===== src/rtl/rgb_to_ycbcr_if.sv =====
// AXI4-Stream video bus carrying one pixel per beat with SOF on tuser and EOL on tlast.
interface axi4_stream_if #(
  parameter int unsigned DATA_WIDTH = 32,
  parameter int unsigned ID_WIDTH   = 4,
  parameter int unsigned DEST_WIDTH = 4
) ();
  logic                    tvalid;
  logic                    tready;
  logic [DATA_WIDTH-1:0]   tdata;
  logic [DATA_WIDTH/8-1:0] tstrb;
  logic [DATA_WIDTH/8-1:0] tkeep;
  logic                    tlast;
  logic                    tuser;
  logic [ID_WIDTH-1:0]     tid;
  logic [DEST_WIDTH-1:0]   tdest;

  modport master (output tvalid, tdata, tstrb, tkeep, tlast, tuser, tid, tdest, input tready);
  modport slave  (input tvalid, tdata, tstrb, tkeep, tlast, tuser, tid, tdest, output tready);
endinterface


===== src/rtl/rgb_to_ycbcr.sv =====
// Three-stage back-pressurable RGB to full-range BT.601 YCbCr converter (multiply, sum, clamp).
// Sidebands ride along with each beat; bubbles collapse through the per-stage ready chain.
module rgb_to_ycbcr #(
  parameter int unsigned PX_WIDTH    = 10,
  parameter int unsigned FRACT_WIDTH = 10,
  parameter int unsigned ID_WIDTH    = 4,
  parameter int unsigned DEST_WIDTH  = 4
) (
  input  logic          clk_i,
  input  logic          rst_i,
  axi4_stream_if.slave  video_i,
  axi4_stream_if.master video_o
);

  localparam int unsigned TDATA_WIDTH = ((PX_WIDTH * 3 + 7) / 8) * 8;
  localparam int unsigned KEEP_WIDTH  = TDATA_WIDTH / 8;
  localparam int unsigned PROD_W      = PX_WIDTH + FRACT_WIDTH + 2;
  localparam int unsigned SUM_W       = PX_WIDTH + FRACT_WIDTH + 4;

  // Coefficients given in millionths, rounded half away from zero to FRACT_WIDTH bits.
  function automatic int coef(input longint k_ppm);
    longint num;
    num = k_ppm * (longint'(1) << FRACT_WIDTH);
    if (num >= 0) return int'((num + 500000) / 1000000);
    return -int'((-num + 500000) / 1000000);
  endfunction

  localparam logic signed [PROD_W-1:0] K_YR = PROD_W'(coef(299000));
  localparam logic signed [PROD_W-1:0] K_YG = PROD_W'(coef(587000));
  localparam logic signed [PROD_W-1:0] K_YB = PROD_W'(coef(114000));
  localparam logic signed [PROD_W-1:0] K_BR = PROD_W'(coef(-168736));
  localparam logic signed [PROD_W-1:0] K_BG = PROD_W'(coef(-331264));
  localparam logic signed [PROD_W-1:0] K_BB = PROD_W'(coef(500000));
  localparam logic signed [PROD_W-1:0] K_RR = PROD_W'(coef(500000));
  localparam logic signed [PROD_W-1:0] K_RG = PROD_W'(coef(-418688));
  localparam logic signed [PROD_W-1:0] K_RB = PROD_W'(coef(-81312));

  localparam logic signed [SUM_W-1:0] C_RND   = SUM_W'(longint'(1) << (FRACT_WIDTH - 1));
  localparam logic signed [SUM_W-1:0] C_OFS   = SUM_W'((longint'(1) << (PX_WIDTH - 1 + FRACT_WIDTH))
                                                       + (longint'(1) << (FRACT_WIDTH - 1)));
  localparam logic signed [SUM_W-1:0] C_PXMAX = SUM_W'((longint'(1) << PX_WIDTH) - 1);

  typedef struct packed {
    logic                  tlast;
    logic                  tuser;
    logic [KEEP_WIDTH-1:0] tstrb;
    logic [KEEP_WIDTH-1:0] tkeep;
    logic [ID_WIDTH-1:0]   tid;
    logic [DEST_WIDTH-1:0] tdest;
  } side_t;

  function automatic logic signed [PROD_W-1:0] mul(input logic [PX_WIDTH-1:0] c,
                                                   input logic signed [PROD_W-1:0] k);
    logic signed [PROD_W-1:0] cx;
    cx = $signed(PROD_W'(c));
    return cx * k;
  endfunction

  function automatic logic signed [SUM_W-1:0] sum3(input logic signed [PROD_W-1:0] a,
                                                   input logic signed [PROD_W-1:0] b,
                                                   input logic signed [PROD_W-1:0] c,
                                                   input logic signed [SUM_W-1:0]  ofs);
    return SUM_W'(a) + SUM_W'(b) + SUM_W'(c) + ofs;
  endfunction

  function automatic logic [PX_WIDTH-1:0] clamp(input logic signed [SUM_W-1:0] s);
    logic signed [SUM_W-1:0] q;
    q = s >>> FRACT_WIDTH;
    if (q < 0)       return '0;
    if (q > C_PXMAX) return '1;
    return q[PX_WIDTH-1:0];
  endfunction

  logic                     w_rdy1, w_rdy2, w_rdy3;
  logic [PX_WIDTH-1:0]      w_r, w_g, w_b;
  side_t                    w_sb_in;

  logic                     r_v1, r_v2, r_v3;
  logic signed [PROD_W-1:0] r_p [9];
  logic signed [SUM_W-1:0]  r_sy, r_scb, r_scr;
  side_t                    r_sb1, r_sb2, r_sb3;
  logic [TDATA_WIDTH-1:0]   r_tdata;

  // A stage may load when it is empty or its successor is loading.
  assign w_rdy3 = video_o.tready || !r_v3;
  assign w_rdy2 = w_rdy3 || !r_v2;
  assign w_rdy1 = w_rdy2 || !r_v1;
  assign video_i.tready = w_rdy1 && !rst_i;

  assign w_r = video_i.tdata[3*PX_WIDTH-1 -: PX_WIDTH];
  assign w_b = video_i.tdata[2*PX_WIDTH-1 -: PX_WIDTH];
  assign w_g = video_i.tdata[PX_WIDTH-1 -: PX_WIDTH];
  assign w_sb_in = '{tlast: video_i.tlast, tuser: video_i.tuser, tstrb: video_i.tstrb,
                     tkeep: video_i.tkeep, tid: video_i.tid, tdest: video_i.tdest};

  if (TDATA_WIDTH > 3 * PX_WIDTH) begin : g_pad
    logic w_unused_pad;
    assign w_unused_pad = ^video_i.tdata[TDATA_WIDTH-1:3*PX_WIDTH];
  end

  // S1: nine products
  always_ff @(posedge clk_i) begin
    if (rst_i) begin
      r_v1  <= 1'b0;
      r_sb1 <= '0;
      for (int i = 0; i < 9; i++) r_p[i] <= '0;
    end else if (w_rdy1) begin
      r_v1   <= video_i.tvalid;
      r_sb1  <= w_sb_in;
      r_p[0] <= mul(w_r, K_YR);
      r_p[1] <= mul(w_g, K_YG);
      r_p[2] <= mul(w_b, K_YB);
      r_p[3] <= mul(w_r, K_BR);
      r_p[4] <= mul(w_g, K_BG);
      r_p[5] <= mul(w_b, K_BB);
      r_p[6] <= mul(w_r, K_RR);
      r_p[7] <= mul(w_g, K_RG);
      r_p[8] <= mul(w_b, K_RB);
    end
  end

  // S2: rounded sums, chroma offset to mid-scale
  always_ff @(posedge clk_i) begin
    if (rst_i) begin
      r_v2  <= 1'b0;
      r_sb2 <= '0;
      r_sy  <= '0;
      r_scb <= '0;
      r_scr <= '0;
    end else if (w_rdy2) begin
      r_v2  <= r_v1;
      r_sb2 <= r_sb1;
      r_sy  <= sum3(r_p[0], r_p[1], r_p[2], C_RND);
      r_scb <= sum3(r_p[3], r_p[4], r_p[5], C_OFS);
      r_scr <= sum3(r_p[6], r_p[7], r_p[8], C_OFS);
    end
  end

  // S3: scale, clamp and drive the output bus
  always_ff @(posedge clk_i) begin
    if (rst_i) begin
      r_v3    <= 1'b0;
      r_sb3   <= '0;
      r_tdata <= '0;
    end else if (w_rdy3) begin
      r_v3    <= r_v2;
      r_sb3   <= r_sb2;
      r_tdata <= TDATA_WIDTH'({clamp(r_sy), clamp(r_scb), clamp(r_scr)});
    end
  end

  assign video_o.tvalid = r_v3;
  assign video_o.tdata  = r_tdata;
  assign video_o.tlast  = r_sb3.tlast;
  assign video_o.tuser  = r_sb3.tuser;
  assign video_o.tstrb  = r_sb3.tstrb;
  assign video_o.tkeep  = r_sb3.tkeep;
  assign video_o.tid    = r_sb3.tid;
  assign video_o.tdest  = r_sb3.tdest;

endmodule

===== src/flat_wrapper.sv =====
// flat-port wrapper written by rule: the top's interface ports become plain ports
module rgb_to_ycbcr_flat 
#(
  parameter int unsigned PX_WIDTH    = 10,
  parameter int unsigned FRACT_WIDTH = 10,
  parameter int unsigned ID_WIDTH    = 4,
  parameter int unsigned DEST_WIDTH  = 4
)
  (clk_i, rst_i, video_i_tvalid, video_i_tdata, video_i_tstrb, video_i_tkeep, video_i_tlast, video_i_tuser, video_i_tid, video_i_tdest, video_i_tready, video_o_tvalid, video_o_tdata, video_o_tstrb, video_o_tkeep, video_o_tlast, video_o_tuser, video_o_tid, video_o_tdest, video_o_tready);
  axi4_stream_if #(.ID_WIDTH(ID_WIDTH), .DEST_WIDTH(DEST_WIDTH)) video_i_i ();
  axi4_stream_if #(.ID_WIDTH(ID_WIDTH), .DEST_WIDTH(DEST_WIDTH)) video_o_i ();
  input  logic clk_i;
  input  logic rst_i;
  input wire logic [$bits(video_i_i.tvalid)-1:0] video_i_tvalid;
  input wire logic [$bits(video_i_i.tdata)-1:0] video_i_tdata;
  input wire logic [$bits(video_i_i.tstrb)-1:0] video_i_tstrb;
  input wire logic [$bits(video_i_i.tkeep)-1:0] video_i_tkeep;
  input wire logic [$bits(video_i_i.tlast)-1:0] video_i_tlast;
  input wire logic [$bits(video_i_i.tuser)-1:0] video_i_tuser;
  input wire logic [$bits(video_i_i.tid)-1:0] video_i_tid;
  input wire logic [$bits(video_i_i.tdest)-1:0] video_i_tdest;
  output wire logic [$bits(video_i_i.tready)-1:0] video_i_tready;
  output wire logic [$bits(video_o_i.tvalid)-1:0] video_o_tvalid;
  output wire logic [$bits(video_o_i.tdata)-1:0] video_o_tdata;
  output wire logic [$bits(video_o_i.tstrb)-1:0] video_o_tstrb;
  output wire logic [$bits(video_o_i.tkeep)-1:0] video_o_tkeep;
  output wire logic [$bits(video_o_i.tlast)-1:0] video_o_tlast;
  output wire logic [$bits(video_o_i.tuser)-1:0] video_o_tuser;
  output wire logic [$bits(video_o_i.tid)-1:0] video_o_tid;
  output wire logic [$bits(video_o_i.tdest)-1:0] video_o_tdest;
  input wire logic [$bits(video_o_i.tready)-1:0] video_o_tready;
  assign video_i_i.tvalid = video_i_tvalid;
  assign video_i_i.tdata = video_i_tdata;
  assign video_i_i.tstrb = video_i_tstrb;
  assign video_i_i.tkeep = video_i_tkeep;
  assign video_i_i.tlast = video_i_tlast;
  assign video_i_i.tuser = video_i_tuser;
  assign video_i_i.tid = video_i_tid;
  assign video_i_i.tdest = video_i_tdest;
  assign video_i_tready = video_i_i.tready;
  assign video_o_tvalid = video_o_i.tvalid;
  assign video_o_tdata = video_o_i.tdata;
  assign video_o_tstrb = video_o_i.tstrb;
  assign video_o_tkeep = video_o_i.tkeep;
  assign video_o_tlast = video_o_i.tlast;
  assign video_o_tuser = video_o_i.tuser;
  assign video_o_tid = video_o_i.tid;
  assign video_o_tdest = video_o_i.tdest;
  assign video_o_i.tready = video_o_tready;
  rgb_to_ycbcr #(.PX_WIDTH(PX_WIDTH), .FRACT_WIDTH(FRACT_WIDTH), .ID_WIDTH(ID_WIDTH), .DEST_WIDTH(DEST_WIDTH)) u_core (.clk_i(clk_i), .rst_i(rst_i), .video_i(video_i_i), .video_o(video_o_i));
endmodule

===== config.mk =====
export PLATFORM = sky130hd
export DESIGN_NAME = rgb_to_ycbcr_flat
export DESIGN_NICKNAME = d
export VERILOG_FILES = /design/src/rtl/rgb_to_ycbcr_if.sv /design/src/rtl/rgb_to_ycbcr.sv /design/src/flat_wrapper.sv
export SDC_FILE = /design/constraint.sdc
export NUM_CORES = 1
export LEC_CHECK = 0
export ABC_AREA = 0
export ABC_CLOCK_PERIOD_IN_PS = 7200
export CORE_MARGIN = 4
export CORE_UTILIZATION = 40
export DETAILED_ROUTE_END_ITERATION = 8
export SLEW_MARGIN = 20
export SYNTH_ARGS = -nofsm -noshare
export SYNTH_HDL_FRONTEND = slang
export SYNTH_SLANG_ARGS = --single-unit

===== constraint.sdc =====
create_clock -name clk_i -period 7.2 [get_ports clk_i]
set_clock_uncertainty 0.2 [all_clocks]
set_input_delay 1.08 -clock clk_i [delete_from_list [all_inputs] [get_ports clk_i]]
set_output_delay 1.08 -clock clk_i [all_outputs]
set_load 0.03 [all_outputs]

* Word level (Yosys, flattened, before mapping)
Memory sizes are Yosys's and may differ from the RTL's.
Index checks and enable logic that the tools add are counted.
** Storage, ports and cells
- Memories :: 1
- Output and inout bits :: 52
- RAM bits :: 198
- Flip-flop bits (word level) :: 159
- Word-level logic and storage cells :: 112
- Input bits :: 54
** Operators by class
- Add/subtract/negate cells :: 9
- Reductions and logical operators :: 8
- Bitwise gates (word level) :: 9
- Magnitude comparators :: 6
- Muxes and demuxes :: 47
- $mul :: 7
** Memory list
- u_core.r_p :: words 9, width 22, read ports 9, clocked after memory_dff 0, wr ports 9, RTL line rgb_to_ycbcr.sv:79 : logic signed [PROD_W-1:0] r_p [9];
** Operator list (number)
- 22-bit 2-to-1 mux :: 9
- 10-bit 2-to-1 mux :: 12
- 23-bit by 22-bit adder with 24-bit output :: 3
- 22-bit by 22-bit adder with 23-bit output :: 3
- 24-bit by 21-bit adder with 24-bit output, second input constant :: 2
- 14-bit by 11-bit greater-than comparator with 1-bit output, second input constant :: 3
- 14-bit by 1-bit less-than comparator with 1-bit output, second input constant :: 3
- 11-bit by 10-bit multiplier with 21-bit output, second input constant :: 2
- 1-bit 2-to-1 mux :: 26
- 24-bit by 11-bit adder with 24-bit output, second input constant :: 1
- 10-bit by 10-bit multiplier with 20-bit output, second input constant :: 1
- 11-bit by 9-bit multiplier with 20-bit output, second input constant :: 1
- 11-bit by 8-bit multiplier with 19-bit output, second input constant :: 1
- 10-bit by 8-bit multiplier with 18-bit output, second input constant :: 1
- 10-bit by 7-bit multiplier with 17-bit output, second input constant :: 1
- 1-bit OR :: 9
- 1-bit logical NOT :: 4
- 1-bit logical OR :: 3
- 1-bit logical AND :: 1

* Longest topological paths before layout
- Depth in word-level cells :: 9
- Depth in mapped cells :: 17

* Least setup slack after synthesis
No wires, ideal clock.
- Kind :: in2reg
- Start :: in video_i_tdata[1]
- End :: mem u_core.r_p[0][107] in the netlist's numbering (data pin)
- Path buffers :: 0
- Stages on the path :: 16
- Slack :: 1759 ps
- Arrival :: 4978 ps
- Path through :: inv_1 -> ha_1 -> fa_1 -> fa_1 -> fa_1 -> inv_1 -> fa_1 -> inv_1 -> ha_1 -> o21a_1 -> or2_2 -> o2111ai_1 -> a21boi_1 -> o31ai_1 -> or4b_1 -> nand3_1
** RTL lines
- start: declaration :: RTL line flat_wrapper.sv:15 : input wire logic [$bits(video_i_i.tdata)-1:0] video_i_tdata;
- end: declaration :: RTL line rgb_to_ycbcr.sv:79

==> metrics.md <==
| Metric | Value |
|---|---|
| VDD IR max | `0.000211 V` |
| Detailed placement HPWL | `48.2 mm` |
| CTS root buf | `clkbuf_16` |
| Drt first pass iters | `5` |
| CP max stage delay | `approximately 0.80 ns` |
| Pwr Density | `~350 nW/µm²` |
| FF+latch area | `between 6000 and 7000 µm²` |
| Synthesized flop and latch total | `271` |
| Crit end category | `flop` |
| EDFF count, synth | `144` |
| Status | `finished clean` |
| Worst Tran Pin Value | `0.984 ns` |
| Total CTS buffers | `31` |
| Fin crit share | `0.830` |
| Prevailing post-synth register cell | `edfxtp_1` |
| I/O pin cnt | `~110` |
| Clock Tree Buf Depth | `3` |
| Worst Path Required | `7.44 ns` |
| Hold Path Class | `flop to flop` |
| Total wire length | `~60 mm` |
| Vias in the first global route | `18532` |
| Ant. Diodes | `0` |
| RR Startpoint | `u_core.r_p[0][143]` |
| Clock sinks | `~270` |
| CP startpoint | `video_i_tdata[6]` |
| CP startpoint kind | `input pin` |
| RSZ-0062 raised after global routing | `no` |
| Grt ovf | `0` |
| CTS tree | `built` |
| Placed cell areas | `27100 µm²` |
| Reg2Reg Setup Slack | `about 3.6 ns` |
| Nets | `3365` |
| Area growth syn-to-layout | `12.3%` |
| Post-CTS setup buffer count | `0` |
| Leakage | `around 14 nW` |
| CP Class | `input pin to flop` |
| Async SR Flop Fraction | `0` |
| Post-route DRC | `0` |
| CP top delay family | `adder cells` |
| Setup_tns | `0 ns` |
| Largest net degree at the start of global routing | `around 100` |
| Minimum clock period | `~6.0 ns` |
| Initial Util | `0.405` |
| Syn_area_per_cell | `~10 µm²` |
| Buf/Inv on CP | `5` |
| Synthesis Warnings | `0` |
| Post_cts resized | `0` |
| Initial antenna violation count | `0` |
| ANT nets after route | `0` |
| Worst-path cell chain | `clkdlybuf4s50_1, ha_1, ha_1, inv_1, fa_1, inv_1, fa_1, inv_1, fa_1, inv_1, ha_1, nand2_1, o31ai_2, o2111ai_1, a21boi_1, o31ai_1, or4b_1, nand3_1` |
| Max-cap violations | `0` |
| Gpl congestion | `a little under 0.9` |
| Critical Path Stages | `18` |
| Register area share after synthesis | `0.274` |
| Gr usage total | `0.180` |
| CP most frequent cell | `inv_1` |
| Chip height | `258 µm` |
| Reg2Reg Depth | `10` |
| Max Slew Vio Count | `0` |
| Worst-path clk slew | `about 0.060 ns` |
| Max Fclk | `around 170 MHz` |
| Final hold vios | `0` |
| # hold bufs at CTS | `0` |
| FP Rows | `91` |
| Htree depth | `1` |
| Die area | `66600 µm²` |
| Vias per Instance | `a little over 5` |
| Core area | `61800 µm²` |
| Worst r2r dst | `u_core.r_sy[15]` |
| CP endpoint | `u_core.r_p[0][107]` |
| Iteration-0 DRC Markers | `approximately 1000` |
| Die W | `258 µm` |
| Buffers on Ports | `approximately 100` |
| DR WL/cell | `roughly 17 µm` |
| Share of cells above drive strength 1 | `0.0445` |
| CP max stage cell | `clkdlybuf4s50_1` |
| FILL cells | `just under 6000` |
| Syn Std Cell Area | `~25000 µm²` |
| First-pass GRT wire length | `97.7 mm` |
| Later-pin clock latency in the skew report | `around 0.6 ns` |
| Synth cell types | `between 80 and 90` |
| Worst Path Max Fanout | `9` |
| Multi-input gate area | `about 17000 µm²` |
| Design area | `about 28000 µm²` |
| Via Count | `17908` |
| Post-Syn Instances | `about 2500` |
| CP arrival | `a little over 6 ns` |
| Slew HR | `0.341` |
| Setup Viol. Count Final | `0` |
==> flip-flops by register name, summed over array words and instances (netlist names), 12 cells and up <==
register,flops
u_core.r_p,144
u_core.video_o.tdata,30
u_core.r_sb1,18
u_core.r_sb2,18
u_core.r_scb,14
u_core.r_scr,14
u_core.r_sy,12
==> layer usage <==
metal  GRT usage  part of all wire
met5           0                 0
met2       0.315              0.48
met1       0.246              0.46
met4      0.0351             0.018
met3      0.0162             0.036
==> worst min-delay path: stages, from the launching register on <==
cell and delay (ns):
dfxtp_1 0.30, nand2_1 0.05, a21oi_1 0.05
==> cell type report <==
type / count / share of cell area
multi-input combinational: 1806 / 0.590
sequential: 271 / 0.244
timing repair buffer: 138 / 0.0457
inverter: 359 / 0.0481
clock buffer: 44 / 0.0309
clock inverter: 12 / 0.00405
tap: 837 / 0.0373
==> how the worst min path moves through the flow <==
stage	start	to	slack (ns)	cells past startpoint
2_1_floorplan	u_core.r_scr[20]	u_core.r_scr[20]	0.22	2
3_3_place_gp	u_core.r_sb2[10]	u_core.r_sb2[10]	0.24	2
3_5_place_dp	u_core.r_scb[18]	u_core.r_scb[18]	0.25	2
4_1_cts	u_core.video_o.tid[3]	u_core.video_o.tid[3]	0.25	2
5_1_grt	u_core.r_sb2[12]	u_core.r_sb2[12]	0.27	2
6_report	u_core.video_o.tdest[0]	u_core.video_o.tdest[0]	0.25	2
==> synthesized netlist by cell type, types with 11 or more instances <==
master	number	area [µm²]
and3_1	19	119
buf_2	12	60.1
and2_1	33	206
a21o_1	48	360
a211oi_1	28	210
o21ai_1	17	85.1
o21a_1	25	188
edfxtp_1	144	4320
o21ai_0	50	250
nand3_1	21	105
nand2_1	155	582
xnor2_1	44	385
or3_1	15	93.8
nand2b_1	12	75.1
nor2_1	194	728
nand4_1	11	68.8
a21oi_1	139	696
ha_1	535	6690
dfxtp_1	127	2540
inv_1	359	1350
fa_1	169	3380
o211ai_1	11	82.6
nor3_1	47	235
a31oi_1	13	81.3
clkbuf_1	43	161
a22o_1	18	158
xor2_1	43	377
o21bai_1	14	105
==> placed cells by master, fill, tap and decap left out, drive strengths merged, types with 18 or more instances in the layout <==
cell             n
a22o            18
clkbuf          44
o21a            25
ha             535
edfxtp         144
nand3           21
fa             169
nor3            48
xnor2           44
inv            363
nor2           194
a211oi          28
o21ai           67
a21o            48
and2            33
buf             38
nand2          155
dfxtp          127
a21oi          140
clkdlybuf4s50  100
xor2            43
and3            19
==> report_power, final <==
| group | internal, mW | switching (mW) | leakage [nW] |
|---|---|---|---|
| combinational | 2.44 | 3.41 | 10.7 |
| sequential | 2.11 | 0.248 | 2.71 |
| clock | 0.879 | 0.664 | 0.489 |
==> metrics by stage <==
stage | worst slack, ns | util | instances | total power, mW | hold slack (ns)
floorplan | 1.76 | - | 2502 | 6.57 | 0.218
global placement | 0.655 | 0.439 | 3411 | 8.06 | 0.238
detailed placement | 0.638 | 0.439 | 3411 | 8.19 | 0.245
CTS | 1.24 | 0.454 | 3467 | 9.81 | 0.253
global route | 0.911 | 0.454 | 3467 | 10.7 | 0.271
finish | 1.22 | 0.454 | 3467 | 9.75 | 0.250
==> cell families (layout without fill, tap and decap cells) <==
family / Yosys count / count (layout) / share of synthesized area
xor+xnor: 87 / 87 / 0.0304
flops: 271 / 271 / 0.274
mux: 6 / 6 / 0.00240
other cells: 1 / 2 / 0.000150
buf+inv: 425 / 553 / 0.0646
fa+ha+maj: 704 / 704 / 0.403
compound gates: 449 / 449 / 0.121
simple gates: 558 / 558 / 0.104
No activity file was read; power rests on OpenSTA's default activity.
